### src/rtl/uart_mmio_responder_pkg.sv
// uart_mmio_responder_pkg: register offsets, STATUS bit indices and FSM encodings for the MMIO UART
package uart_mmio_responder_pkg;
  localparam logic [1:0] UART_TXDATA = 2'd0;
  localparam logic [1:0] UART_RXDATA = 2'd1;
  localparam logic [1:0] UART_STATUS = 2'd2;
  localparam logic [1:0] UART_CTRL   = 2'd3;
  localparam int ST_TX_FULL     = 0;
  localparam int ST_TX_IDLE     = 1;
  localparam int ST_RX_VALID    = 2;
  localparam int ST_RX_FULL     = 3;
  localparam int ST_RX_OVERRUN  = 4;
  localparam int ST_FRAME_ERR   = 5;
  localparam int ST_TX_OVERFLOW = 6;
  typedef enum logic [1:0] {TX_IDLE, TX_START, TX_DATA, TX_STOP} tx_state_t;
  typedef enum logic [1:0] {RX_IDLE, RX_START, RX_DATA, RX_STOP} rx_state_t;
endpackage

### src/rtl/uart_mmio_responder_if.sv
// uart_mmio_responder_if: core load/store bus (sel, WE, RE, ADDR, WD in; RD out) with master/slave modports
interface uart_mmio_responder_if;
  logic        sel;
  logic [1:0]  WE;
  logic        RE;
  logic [31:0] ADDR;
  logic [31:0] WD;
  logic [31:0] RD;
  modport master (output sel, WE, RE, ADDR, WD, input RD);
  modport slave (input sel, WE, RE, ADDR, WD, output RD);
endinterface

### src/rtl/uart_sync_fifo.sv
// uart_sync_fifo: 8-bit first-word-fall-through FIFO (clk, rst, push/din, pop/head, full, empty); push while full is taken if a pop coincides
module uart_sync_fifo #(
  parameter int DEPTH = 4
) (
  input  logic       clk,
  input  logic       rst,
  input  logic       push,
  input  logic       pop,
  input  logic [7:0] din,
  output logic [7:0] head,
  output logic       full,
  output logic       empty
);
  localparam int AW = $clog2(DEPTH);
  logic [7:0] mem_q [DEPTH];
  logic [AW:0] wr_q, wr_d, rd_q, rd_d;
  logic do_push, do_pop;
  always_comb begin
    empty = wr_q == rd_q;
    full = (wr_q[AW] != rd_q[AW]) && (wr_q[AW-1:0] == rd_q[AW-1:0]);
    do_pop = pop & ~empty;
    do_push = push & (~full | do_pop);
    wr_d = wr_q + {{AW{1'b0}}, do_push};
    rd_d = rd_q + {{AW{1'b0}}, do_pop};
    head = mem_q[rd_q[AW-1:0]];
  end
  always_ff @(posedge clk) begin
    if (rst) begin
      wr_q <= '0;
      rd_q <= '0;
    end else begin
      wr_q <= wr_d;
      rd_q <= rd_d;
    end
    if (do_push) mem_q[wr_q[AW-1:0]] <= din;
  end
endmodule

### src/rtl/uart_mmio_responder.sv
// uart_mmio_responder: 8N1 MMIO UART (clk, reset, bus slave for TXDATA/RXDATA/STATUS/CTRL, tx out, rx in, rx_irq out)
module uart_mmio_responder
  import uart_mmio_responder_pkg::*;
#(
  parameter int CLKS_PER_BIT = 868,
  parameter int FIFO_DEPTH   = 4
) (
  input  logic                 clk,
  input  logic                 reset,
  uart_mmio_responder_if.slave bus,
  output logic                 tx,
  input  logic                 rx,
  output logic                 rx_irq
);
  localparam int CW = $clog2(CLKS_PER_BIT);
  localparam logic [CW-1:0] FULL = CW'(CLKS_PER_BIT - 1);
  localparam logic [CW-1:0] HALF = CW'(CLKS_PER_BIT / 2 - 1);
  logic [1:0] addr;
  logic wr, rd;
  logic tx_push, tx_pop, tx_full, tx_empty;
  logic rx_push, rx_pop, rx_full, rx_empty, rx_ferr;
  logic [7:0] tx_head, rx_head;
  logic [2:0] sticky_q, sticky_d, sticky_clr;
  logic [31:0] status;
  tx_state_t tx_st_q, tx_st_d;
  rx_state_t rx_st_q, rx_st_d;
  logic [CW-1:0] tx_cnt_q, tx_cnt_d, rx_cnt_q, rx_cnt_d;
  logic [2:0] tx_bit_q, tx_bit_d, rx_bit_q, rx_bit_d;
  logic [7:0] tx_sh_q, tx_sh_d, rx_sh_q, rx_sh_d;
  logic tx_q, tx_d;
  logic [1:0] sync_q, sync_d;
  logic rx_s, tx_tick, rx_tick;
  logic unused;
  assign unused = ^{bus.ADDR[31:4], bus.ADDR[1:0], bus.WD[31:8]};
  uart_sync_fifo #(.DEPTH(FIFO_DEPTH)) u_tx_fifo (
    .clk(clk), .rst(reset), .push(tx_push), .pop(tx_pop), .din(bus.WD[7:0]),
    .head(tx_head), .full(tx_full), .empty(tx_empty)
  );
  uart_sync_fifo #(.DEPTH(FIFO_DEPTH)) u_rx_fifo (
    .clk(clk), .rst(reset), .push(rx_push), .pop(rx_pop), .din(rx_sh_q),
    .head(rx_head), .full(rx_full), .empty(rx_empty)
  );
  always_comb begin
    addr = bus.ADDR[3:2];
    wr = bus.sel & |bus.WE;
    rd = bus.sel & bus.RE;
    tx_push = wr & (addr == UART_TXDATA);
    rx_pop = rd & (addr == UART_RXDATA);
    sticky_clr = (wr & (addr == UART_CTRL)) ? bus.WD[6:4] : 3'b0;
    status = '0;
    status[ST_TX_FULL] = tx_full;
    status[ST_TX_IDLE] = tx_empty & (tx_st_q == TX_IDLE);
    status[ST_RX_VALID] = ~rx_empty;
    status[ST_RX_FULL] = rx_full;
    status[ST_RX_OVERRUN] = sticky_q[0];
    status[ST_FRAME_ERR] = sticky_q[1];
    status[ST_TX_OVERFLOW] = sticky_q[2];
    bus.RD = !bus.sel ? '0 :
             (addr == UART_RXDATA) ? {24'b0, rx_empty ? 8'h00 : rx_head} :
             (addr == UART_STATUS) ? status : '0;
  end
  // set wins over a same-cycle W1C clear
  always_comb begin
    sticky_d = (sticky_q & ~sticky_clr) |
               {tx_push & tx_full & ~tx_pop, rx_ferr, rx_push & rx_full & ~rx_pop};
  end
  always_comb begin
    tx_tick = tx_cnt_q == '0;
    tx_st_d = tx_st_q;
    tx_cnt_d = tx_tick ? FULL : tx_cnt_q - CW'(1);
    tx_bit_d = tx_bit_q;
    tx_sh_d = tx_sh_q;
    tx_d = tx_q;
    tx_pop = 1'b0;
    case (tx_st_q)
      TX_IDLE: begin
        tx_cnt_d = FULL;
        if (!tx_empty) begin
          tx_pop = 1'b1;
          tx_st_d = TX_START;
          tx_sh_d = tx_head;
          tx_d = 1'b0;
        end
      end
      TX_START: if (tx_tick) begin
        tx_st_d = TX_DATA;
        tx_bit_d = 3'd0;
        tx_d = tx_sh_q[0];
      end
      TX_DATA: if (tx_tick) begin
        if (tx_bit_q == 3'd7) begin
          tx_st_d = TX_STOP;
          tx_d = 1'b1;
        end else begin
          tx_bit_d = tx_bit_q + 3'd1;
          tx_sh_d = tx_sh_q >> 1;
          tx_d = tx_sh_q[1];
        end
      end
      TX_STOP: if (tx_tick) begin
        if (!tx_empty) begin
          tx_pop = 1'b1;
          tx_st_d = TX_START;
          tx_sh_d = tx_head;
          tx_d = 1'b0;
        end else begin
          tx_st_d = TX_IDLE;
        end
      end
    endcase
  end
  always_comb begin
    sync_d = {sync_q[0], rx};
    rx_s = sync_q[1];
    rx_tick = rx_cnt_q == '0;
    rx_st_d = rx_st_q;
    rx_cnt_d = rx_tick ? FULL : rx_cnt_q - CW'(1);
    rx_bit_d = rx_bit_q;
    rx_sh_d = rx_sh_q;
    rx_push = (rx_st_q == RX_STOP) & rx_tick & rx_s;
    rx_ferr = (rx_st_q == RX_STOP) & rx_tick & ~rx_s;
    case (rx_st_q)
      RX_IDLE: begin
        rx_cnt_d = HALF;
        if (!rx_s) rx_st_d = RX_START;
      end
      // resample mid start bit so short low glitches fall back to idle
      RX_START: if (rx_tick) begin
        rx_st_d = rx_s ? RX_IDLE : RX_DATA;
        rx_bit_d = 3'd0;
      end
      RX_DATA: if (rx_tick) begin
        rx_sh_d = {rx_s, rx_sh_q[7:1]};
        rx_bit_d = rx_bit_q + 3'd1;
        if (rx_bit_q == 3'd7) rx_st_d = RX_STOP;
      end
      RX_STOP: if (rx_tick) rx_st_d = RX_IDLE;
    endcase
  end
  always_ff @(posedge clk) begin
    if (reset) begin
      tx_st_q <= TX_IDLE;
      rx_st_q <= RX_IDLE;
      tx_cnt_q <= '0;
      rx_cnt_q <= '0;
      tx_bit_q <= '0;
      rx_bit_q <= '0;
      tx_sh_q <= '0;
      rx_sh_q <= '0;
      tx_q <= 1'b1;
      sync_q <= 2'b11;
      sticky_q <= '0;
    end else begin
      tx_st_q <= tx_st_d;
      rx_st_q <= rx_st_d;
      tx_cnt_q <= tx_cnt_d;
      rx_cnt_q <= rx_cnt_d;
      tx_bit_q <= tx_bit_d;
      rx_bit_q <= rx_bit_d;
      tx_sh_q <= tx_sh_d;
      rx_sh_q <= rx_sh_d;
      tx_q <= tx_d;
      sync_q <= sync_d;
      sticky_q <= sticky_d;
    end
  end
  assign tx = tx_q;
  assign rx_irq = ~rx_empty;
endmodule
### src/flat_wrapper.sv
// flat-port wrapper written by rule: the top's interface ports become plain ports
module uart_mmio_responder_flat import uart_mmio_responder_pkg::*;
#(
  parameter int CLKS_PER_BIT = 868,
  parameter int FIFO_DEPTH   = 4
)
  (clk, reset, tx, rx, rx_irq, bus_sel, bus_WE, bus_RE, bus_ADDR, bus_WD, bus_RD);
  uart_mmio_responder_if bus_i ();
  input  logic clk;
  input  logic reset;
  output logic tx;
  input  logic rx;
  output logic rx_irq;
  input wire logic [$bits(bus_i.sel)-1:0] bus_sel;
  input wire logic [$bits(bus_i.WE)-1:0] bus_WE;
  input wire logic [$bits(bus_i.RE)-1:0] bus_RE;
  input wire logic [$bits(bus_i.ADDR)-1:0] bus_ADDR;
  input wire logic [$bits(bus_i.WD)-1:0] bus_WD;
  output wire logic [$bits(bus_i.RD)-1:0] bus_RD;
  assign bus_i.sel = bus_sel;
  assign bus_i.WE = bus_WE;
  assign bus_i.RE = bus_RE;
  assign bus_i.ADDR = bus_ADDR;
  assign bus_i.WD = bus_WD;
  assign bus_RD = bus_i.RD;
  uart_mmio_responder #(.CLKS_PER_BIT(CLKS_PER_BIT), .FIFO_DEPTH(FIFO_DEPTH)) u_core (.clk(clk), .reset(reset), .bus(bus_i), .tx(tx), .rx(rx), .rx_irq(rx_irq));
endmodule
### config.mk
export PLATFORM = sky130hd
export DESIGN_NAME = uart_mmio_responder_flat
export DESIGN_NICKNAME = d
export VERILOG_FILES = /design/src/rtl/uart_mmio_responder_pkg.sv /design/src/rtl/uart_mmio_responder_if.sv /design/src/rtl/uart_sync_fifo.sv /design/src/rtl/uart_mmio_responder.sv /design/src/flat_wrapper.sv
export SDC_FILE = /design/constraint.sdc
export NUM_CORES = 1
export LEC_CHECK = 0
export ABC_AREA = 0
export CAP_MARGIN = 10
export CORE_ASPECT_RATIO = 1.25
export CORE_MARGIN = 2
export CORE_UTILIZATION = 53
export DETAILED_ROUTE_END_ITERATION = 10
export PLACE_DENSITY = 0.85
export SKIP_LAST_GASP = 1
export SLEW_MARGIN = 20
export SYNTH_ARGS = -nofsm -noshare
export SYNTH_HDL_FRONTEND = slang
export SYNTH_SLANG_ARGS = --single-unit
### constraint.sdc
create_clock -name clk -period 3.36 [get_ports clk]
set_input_delay 0.336 -clock clk [delete_from_list [all_inputs] [get_ports clk]]
set_output_delay 0.336 -clock clk [all_outputs]
set_load 0.1 [all_outputs]
Word level (Yosys, flattened, before mapping). Memory sizes are Yosys's and may differ from the RTL's. A register that Yosys moved wholly into a read port is not among the register bits. Index checks and enable logic that the tools add are counted. Widths: inputs -> output; s select.

Flip-flop bits (word level): 64. Bits in latches: 0. Memory bits (writable): 64. Bits in read-only memories: 0. Input bits: 71. Output and inout bits: 34. Logic and storage cells: 156. Memories: 2.

Add/sub/neg operators: 8. Multipliers: 0. Div/mod/pow operators: 0. Magnitude comparators: 0. Eq/ne operators: 28. Shifts and indexed selects: 0. Mux-type cells: 50. Bitwise gates (word level): 29. Reduce and logical (&&, ||, !) cells: 21.

Memory list: u_core.u_rx_fifo.mem_q (depth 4, width 8, rd ports 1, clocked after Yosys merged registers in 1, write ports 1, RTL line uart_sync_fifo.sv:15) `logic [7:0] mem_q [DEPTH];`; u_core.u_tx_fifo.mem_q (depth 4, width 8, rd ports 1, clocked after Yosys merged registers in 1, write ports 1, RTL line uart_sync_fifo.sv:15).

Operators by type and width (number): $mux 32 (2); $mux 8 (5); $mux 10 (3); $mux 2 (13); $pmux 8 s3 (1); $logic_not 10->1 (2); $sub 10x1->10 const B (2); $mux 3 (6); $and 1x1->1 (17); $ne 2x1->1 const B (8); $pmux 2 s4 (2); $add 3x1->3 (4); $eq 2x2->1 const B (6); $mux 1 (12); $pmux 3 s2 (2); $reduce_and 5->1 (2); $mux 9 (1); $reduce_and 4->1 (2); $mux 7 (1); $not 1->1 (7); $add 3x1->3 const B (2); $eq 2x1->1 const B (3); $eq 3x3->1 (2); $eq 3x3->1 const B (2); other kinds (17) (29).

Longest topological paths before layout.
Word-level depth: 9. Gate-level depth with buffers: 10. Depth with buffers taken out: 10.

Modules after synthesis. From an unflattened synthesis, not the netlist that was laid out.

Cells, all modules: 470. Area, all modules: 5939.4 µm².

Modules (own cells, without submodules): uart_sync_fifo (times used 2, cells each 73, area an instance 1532.7 µm², seq. area each 1081.0 µm²); uart_mmio_responder (times used 1, cells each 324, area an instance 2874.0 µm², seq. area each 1041.0 µm²).

Worst setup path after synthesis. Ideal clock, no wire load.

Path type: register -> output. Start: register u_core.u_rx_fifo.rd_q[1]. End: output port bus_RD[5]. Arrival time: 4.436 ns. Data required time: 3.024 ns. Setup slack: -1.412 ns. Cell stages (with the launch flop): 7. Path buffers: 2. Path through: dfxtp_1 -> clkbuf_1 -> xor2_1 -> or3b_2 -> clkbuf_1 -> nand3_1 -> o21ai_0.

Cells in the longest elaborated chain, start to end: 4.

Ends and longest elaborated chain: from (decl) (RTL line uart_sync_fifo.sv:16) `logic [AW:0] wr_q, wr_d, rd_q, rd_d;`; from (signal assigned) (RTL line uart_sync_fifo.sv:33) `rd_q <= rd_d;`; $eq 3x3->1 (RTL line uart_sync_fifo.sv:19) `empty = wr_q == rd_q;`; $mux 8 (RTL line uart_mmio_responder.sv:59) `(addr == UART_RXDATA) ? {24'b0, rx_empty ? 8'h00 : rx_head} :`; $mux 32 (RTL line uart_mmio_responder.sv:59); $mux 32 (RTL line uart_mmio_responder.sv:58) `bus.RD = !bus.sel ? '0 :`; to (decl) (RTL line flat_wrapper.sv:19) `output wire logic [$bits(bus_i.RD)-1:0] bus_RD;`.

No other way between the ends.

Worst setup path in the final report.
Start: register u_core.rx_cnt_q[0]. End: memory u_core.u_rx_fifo.mem_q[0][3], enable pin.

Cells in the longest elaborated chain, start to end: 6.

Ends and longest elaborated chain: from (decl) (RTL line uart_mmio_responder.sv:27) `logic [CW-1:0] tx_cnt_q, tx_cnt_d, rx_cnt_q, rx_cnt_d;`; from (signal assigned) (RTL line uart_mmio_responder.sv:157) `rx_cnt_q <= rx_cnt_d;`; $logic_not 10->1 (RTL line uart_mmio_responder.sv:115) `rx_tick = rx_cnt_q == '0;`; $and 1x1->1 (2 in a row) (RTL line uart_mmio_responder.sv:120) `rx_push = (rx_st_q == RX_STOP) & rx_tick & rx_s;`; $and 1x1->1 (RTL line uart_sync_fifo.sv:22) `do_push = push & (~full | do_pop);`; $mux 1 (RTL line uart_sync_fifo.sv:35) `if (do_push) mem_q[wr_q[AW-1:0]] <= din;`; $mux 1 (implied by the code) (RTL line uart_sync_fifo.sv:35); to (decl) (RTL line uart_sync_fifo.sv:15).

No other way between the ends.

==> impl_results.md <==
* Run status: complete, no violations
* Crit share post-route at 0.8496
* Setup ws final at 505.2 ps
* Final ANT Viol Nets at 0
* DP Worst Slack at roughly 500 ps
* Final Max Tran Viols at 0
* Mapped Cells at between 500 and 600
* FF+latch count, synth at 128
* Routability cong. at approximately 0.79
* Layout fillers at 750
* Area grow syn2layout at 17.21%
* Crit. Startpoint: u_core.rx_cnt_q[0]
* Setup Crit Path Kind: reg -> reg
* Initial antenna violation count at 0
* Via count at 4,085
* Fraction of layout cells with a size suffix above 1 at 0.1694
* RSZ-0062 raised after global routing: false
* Dpl cell area at around 6400 um^2
* CTS sink count at approximately 130
* Clock latency on the worst-skew pair at a little over 400 ps
* CTS tree: built
* Core area at 11,030 um^2
* Die footprint at approximately 12,000 um^2
* Post-Synthesis Cell Area at 5948 um^2
* Crit Path Max Fanout at 5
* Setup bufs post-CTS at 0
* Die H at approximately 120 um
* Critical-path cell list: inv_1, ha_1, or4b_2, nor3_2, nand4_1, nor3_1, buf_4
* Global-route wire length before repair at approximately 20 mm
* Fin area at ~7000 um^2
* Port-buffer cells at 26
* Fmax at about 0.35 GHz
* Crit path launch type: flop
* Number of I/O pins at approximately 110
* Largest net degree at the start of global routing at 38
* R2R Path Start: u_core.rx_cnt_q[0]
* Drt pass-1 iters at 5
* Total Routing Usage GR at 0.2116
* Yosys cell types at 66
* Final hold vios at 0
* DR vias/cell at roughly 5.9
* Slew HR at 0.3324
* Final setup violating endpoints at 0
* CTS Buf Count at 17
* Wire per inst at 18.07 um
* WL final at 12.47 mm
* Leakage at 2.634 nW
* Post_cts resized at 0
* Critical Path AT at ~3000 ps
* CTS root buf: clkbuf_16
* Post-synth EDFFs at 64
* Setup TNS at 0 ps
* Hold-fix buffers, CTS at 0
* Worst-Margin Slew at around 1000 ps
* Hold path start: reset
* Syn_area_per_cell at 11.83 um^2
* Ys flop type: edfxtp_1
* Slowest cell on the critical path: nor3_1
* Period minus WS final at 2855 ps
* Clock transition at path regs at about 50 ps
* Total grt overflow at 0
* Die Wd at around 99 um
* Fin Clk Skew at a little over 8 ps
* Synth async-reset ratio at 0
* Clk buf depth at 2
* H-tree Lvls at 4
* # diodes at 0
* Flip-flop and latch area at 3203 um^2
* Register area share after synthesis at 0.5385
* Max-cap violations at 0
* Pwr per Cell Area at between 600 and 700 nW/um^2
* Cell Rows at 43
* Dpl hpwl at 7.934 mm
* Layout Nets at 640
* Peak VDD IR at approximately 0.42 mV
* Pwr Total at between 0.004 and 0.005 W
* Multi-input logic area at 2515 um^2
* Worst min path class: in -> reg
* CP peak stage delay at between 600 and 700 ps
* Initial Utilization at 0.5393
* Iter 0 DRT Violations at 296
* CP required at between 3000 and 4000 ps
* Vias in the first global route at roughly 4,100
* Residual DRC at 0
* Synth warn at 0
* Crit end category: flop
## placed cells by master (no fill, tap or decap), types with 3 or more instances in the layout
master | Yosys | final
dfxtp_1 | 64 | 64
edfxtp_1 | 64 | 64
nand2_1 | 34 | 34
a21oi_1 | 29 | 29
ha_1 | 25 | 25
nor2_1 | 24 | 24
conb_1 | 1 | 24
inv_1 | 23 | 23
buf_4 | 24 | 23
clkbuf_16 | 0 | 17
mux4_2 | 16 | 16
clkdlybuf4s50_1 | 0 | 16
nand3_1 | 15 | 15
nor2b_1 | 16 | 14
nor3_1 | 14 | 14
xor2_1 | 13 | 13
xnor2_1 | 12 | 12
o21ai_0 | 8 | 7
mux2i_1 | 7 | 7
nand2b_1 | 7 | 7
o211ai_1 | 6 | 6
nor3b_1 | 5 | 5
a32oi_1 | 5 | 5
nand4_1 | 5 | 5
or2_2 | 5 | 5
bufinv_16 | 0 | 5
nor4_1 | 4 | 4
or3_1 | 4 | 4
or4_1 | 3 | 3
a211oi_1 | 3 | 3
a31oi_1 | 3 | 3
a2111oi_0 | 3 | 3
clkinv_1 | 0 | 3
## layout make-up
type	count	area share
flip-flops and latches	128	0.4594
multi-input cells	332	0.3607
clock buffers	17	0.06102
repair buffers	42	0.05420
clock inverters	13	0.02800
well taps	135	0.02423
inverters	23	0.01238
## flip-flops by register name, indices dropped and copies added (netlist names), 3 cells and up, named ones only
register and cells:
u_core.rx_sh_q 8, u_core.rx_cnt_q 10, u_core.tx_cnt_q 10, u_core.u_tx_fifo.rd_q 3, u_core.u_tx_fifo.wr_q 3, u_core.u_rx_fifo.rd_q 3
u_core.u_tx_fifo.mem_q 32, u_core.tx_bit_q 3, u_core.sticky_q 3, u_core.u_rx_fifo.mem_q 32, u_core.tx_sh_q 8, u_core.rx_bit_q 3
u_core.u_rx_fifo.wr_q 3
## worst max-delay path, delay by kind of cell (launching register included)
kind	cells	cell delay, ps
DFF	1	330
adders and majority gates	1	160
and+or+nand+nor	4	1720
buffers and inverters	2	370
## power by group
part           total (W)  switching, W  internal, W
Clock            0.00193      0.000632      0.00130
Sequential       0.00181     0.0000868      0.00173
Combinational    0.00108      0.000672     0.000411
Total            0.00482       0.00139      0.00343
## kinds of logic after synthesis
kind of cell | count (synthesis) | share of synthesized area
xor gates and xnor gates | 25 | 0.03681
DFF | 128 | 0.5385
and+or+nand+nor | 153 | 0.1409
muxes | 23 | 0.07236
buffers and inverters | 66 | 0.05911
adders and majority gates | 25 | 0.05259
other | 1 | 0.0006304
AOI/OAI and AO/OA | 82 | 0.09907
## path summary, 6_finish.rpt
check | slack, ps | endpoint | depth (start not counted)
setup / recovery | 510 | u_core.u_rx_fifo.mem_q[0][3] | 7
hold / removal | 360 | u_core.rx_cnt_q[4] | 2
setup reg to reg | 510 | u_core.u_rx_fifo.mem_q[0][3] | 7
hold reg to reg | 410 | u_core.sync_q[1] | 1
## metal layers
metal | wire (um) | vias to the layer above | part of all wire | track usage
met2 | 6642 | 151 | 0.53 | 0.3796
met1 | 4932 | 2007 | 0.40 | 0.2326
met5 | 0 | - | 0 | 0
met3 | 605 | 26 | 0.049 | 0.06036
met4 | 289 | 0 | 0.023 | 0.09332
li1 | - | 1901 | - | -
## cells in the mapped netlist (4+ instances only)
| cell | n | area [um^2] |
|---|---|---|
| nor4_1 | 4 | 25.02 |
| inv_1 | 23 | 86.33 |
| nor3_1 | 14 | 70.07 |
| o211ai_1 | 6 | 45.04 |
| xnor2_1 | 12 | 105.1 |
| a32oi_1 | 5 | 43.79 |
| dfxtp_1 | 64 | 1281 |
| mux2i_1 | 7 | 70.07 |
| nor3b_1 | 5 | 37.54 |
| nor2b_1 | 16 | 100.1 |
| buf_2 | 5 | 25.02 |
| o21ai_0 | 8 | 40.04 |
| buf_4 | 24 | 180.2 |
| a21oi_1 | 29 | 145.1 |
| nand2_1 | 34 | 127.6 |
| nand2b_1 | 7 | 43.79 |
| xor2_1 | 13 | 113.9 |
| nor2_1 | 24 | 90.09 |
| nand3_1 | 15 | 75.07 |
| mux4_2 | 16 | 360.4 |
| or3_1 | 4 | 25.02 |
| edfxtp_1 | 64 | 1922 |
| or2_2 | 5 | 31.28 |
| ha_1 | 25 | 312.8 |
| nand4_1 | 5 | 31.28 |
| clkbuf_1 | 13 | 48.80 |
## through the flow
step | utilization | hold slack, ps | cells
2_1_floorplan | - | 389.5 | 526
3_3_place_gp | 0.5758 | 394.0 | 660
3_5_place_dp | 0.5758 | 393.8 | 660
4_1_cts | 0.6321 | 341.5 | 690
5_1_grt | 0.6321 | 362.1 | 690
6_report | 0.6321 | 359.1 | 690
Note: power is estimated with default switching activity, not from simulation.
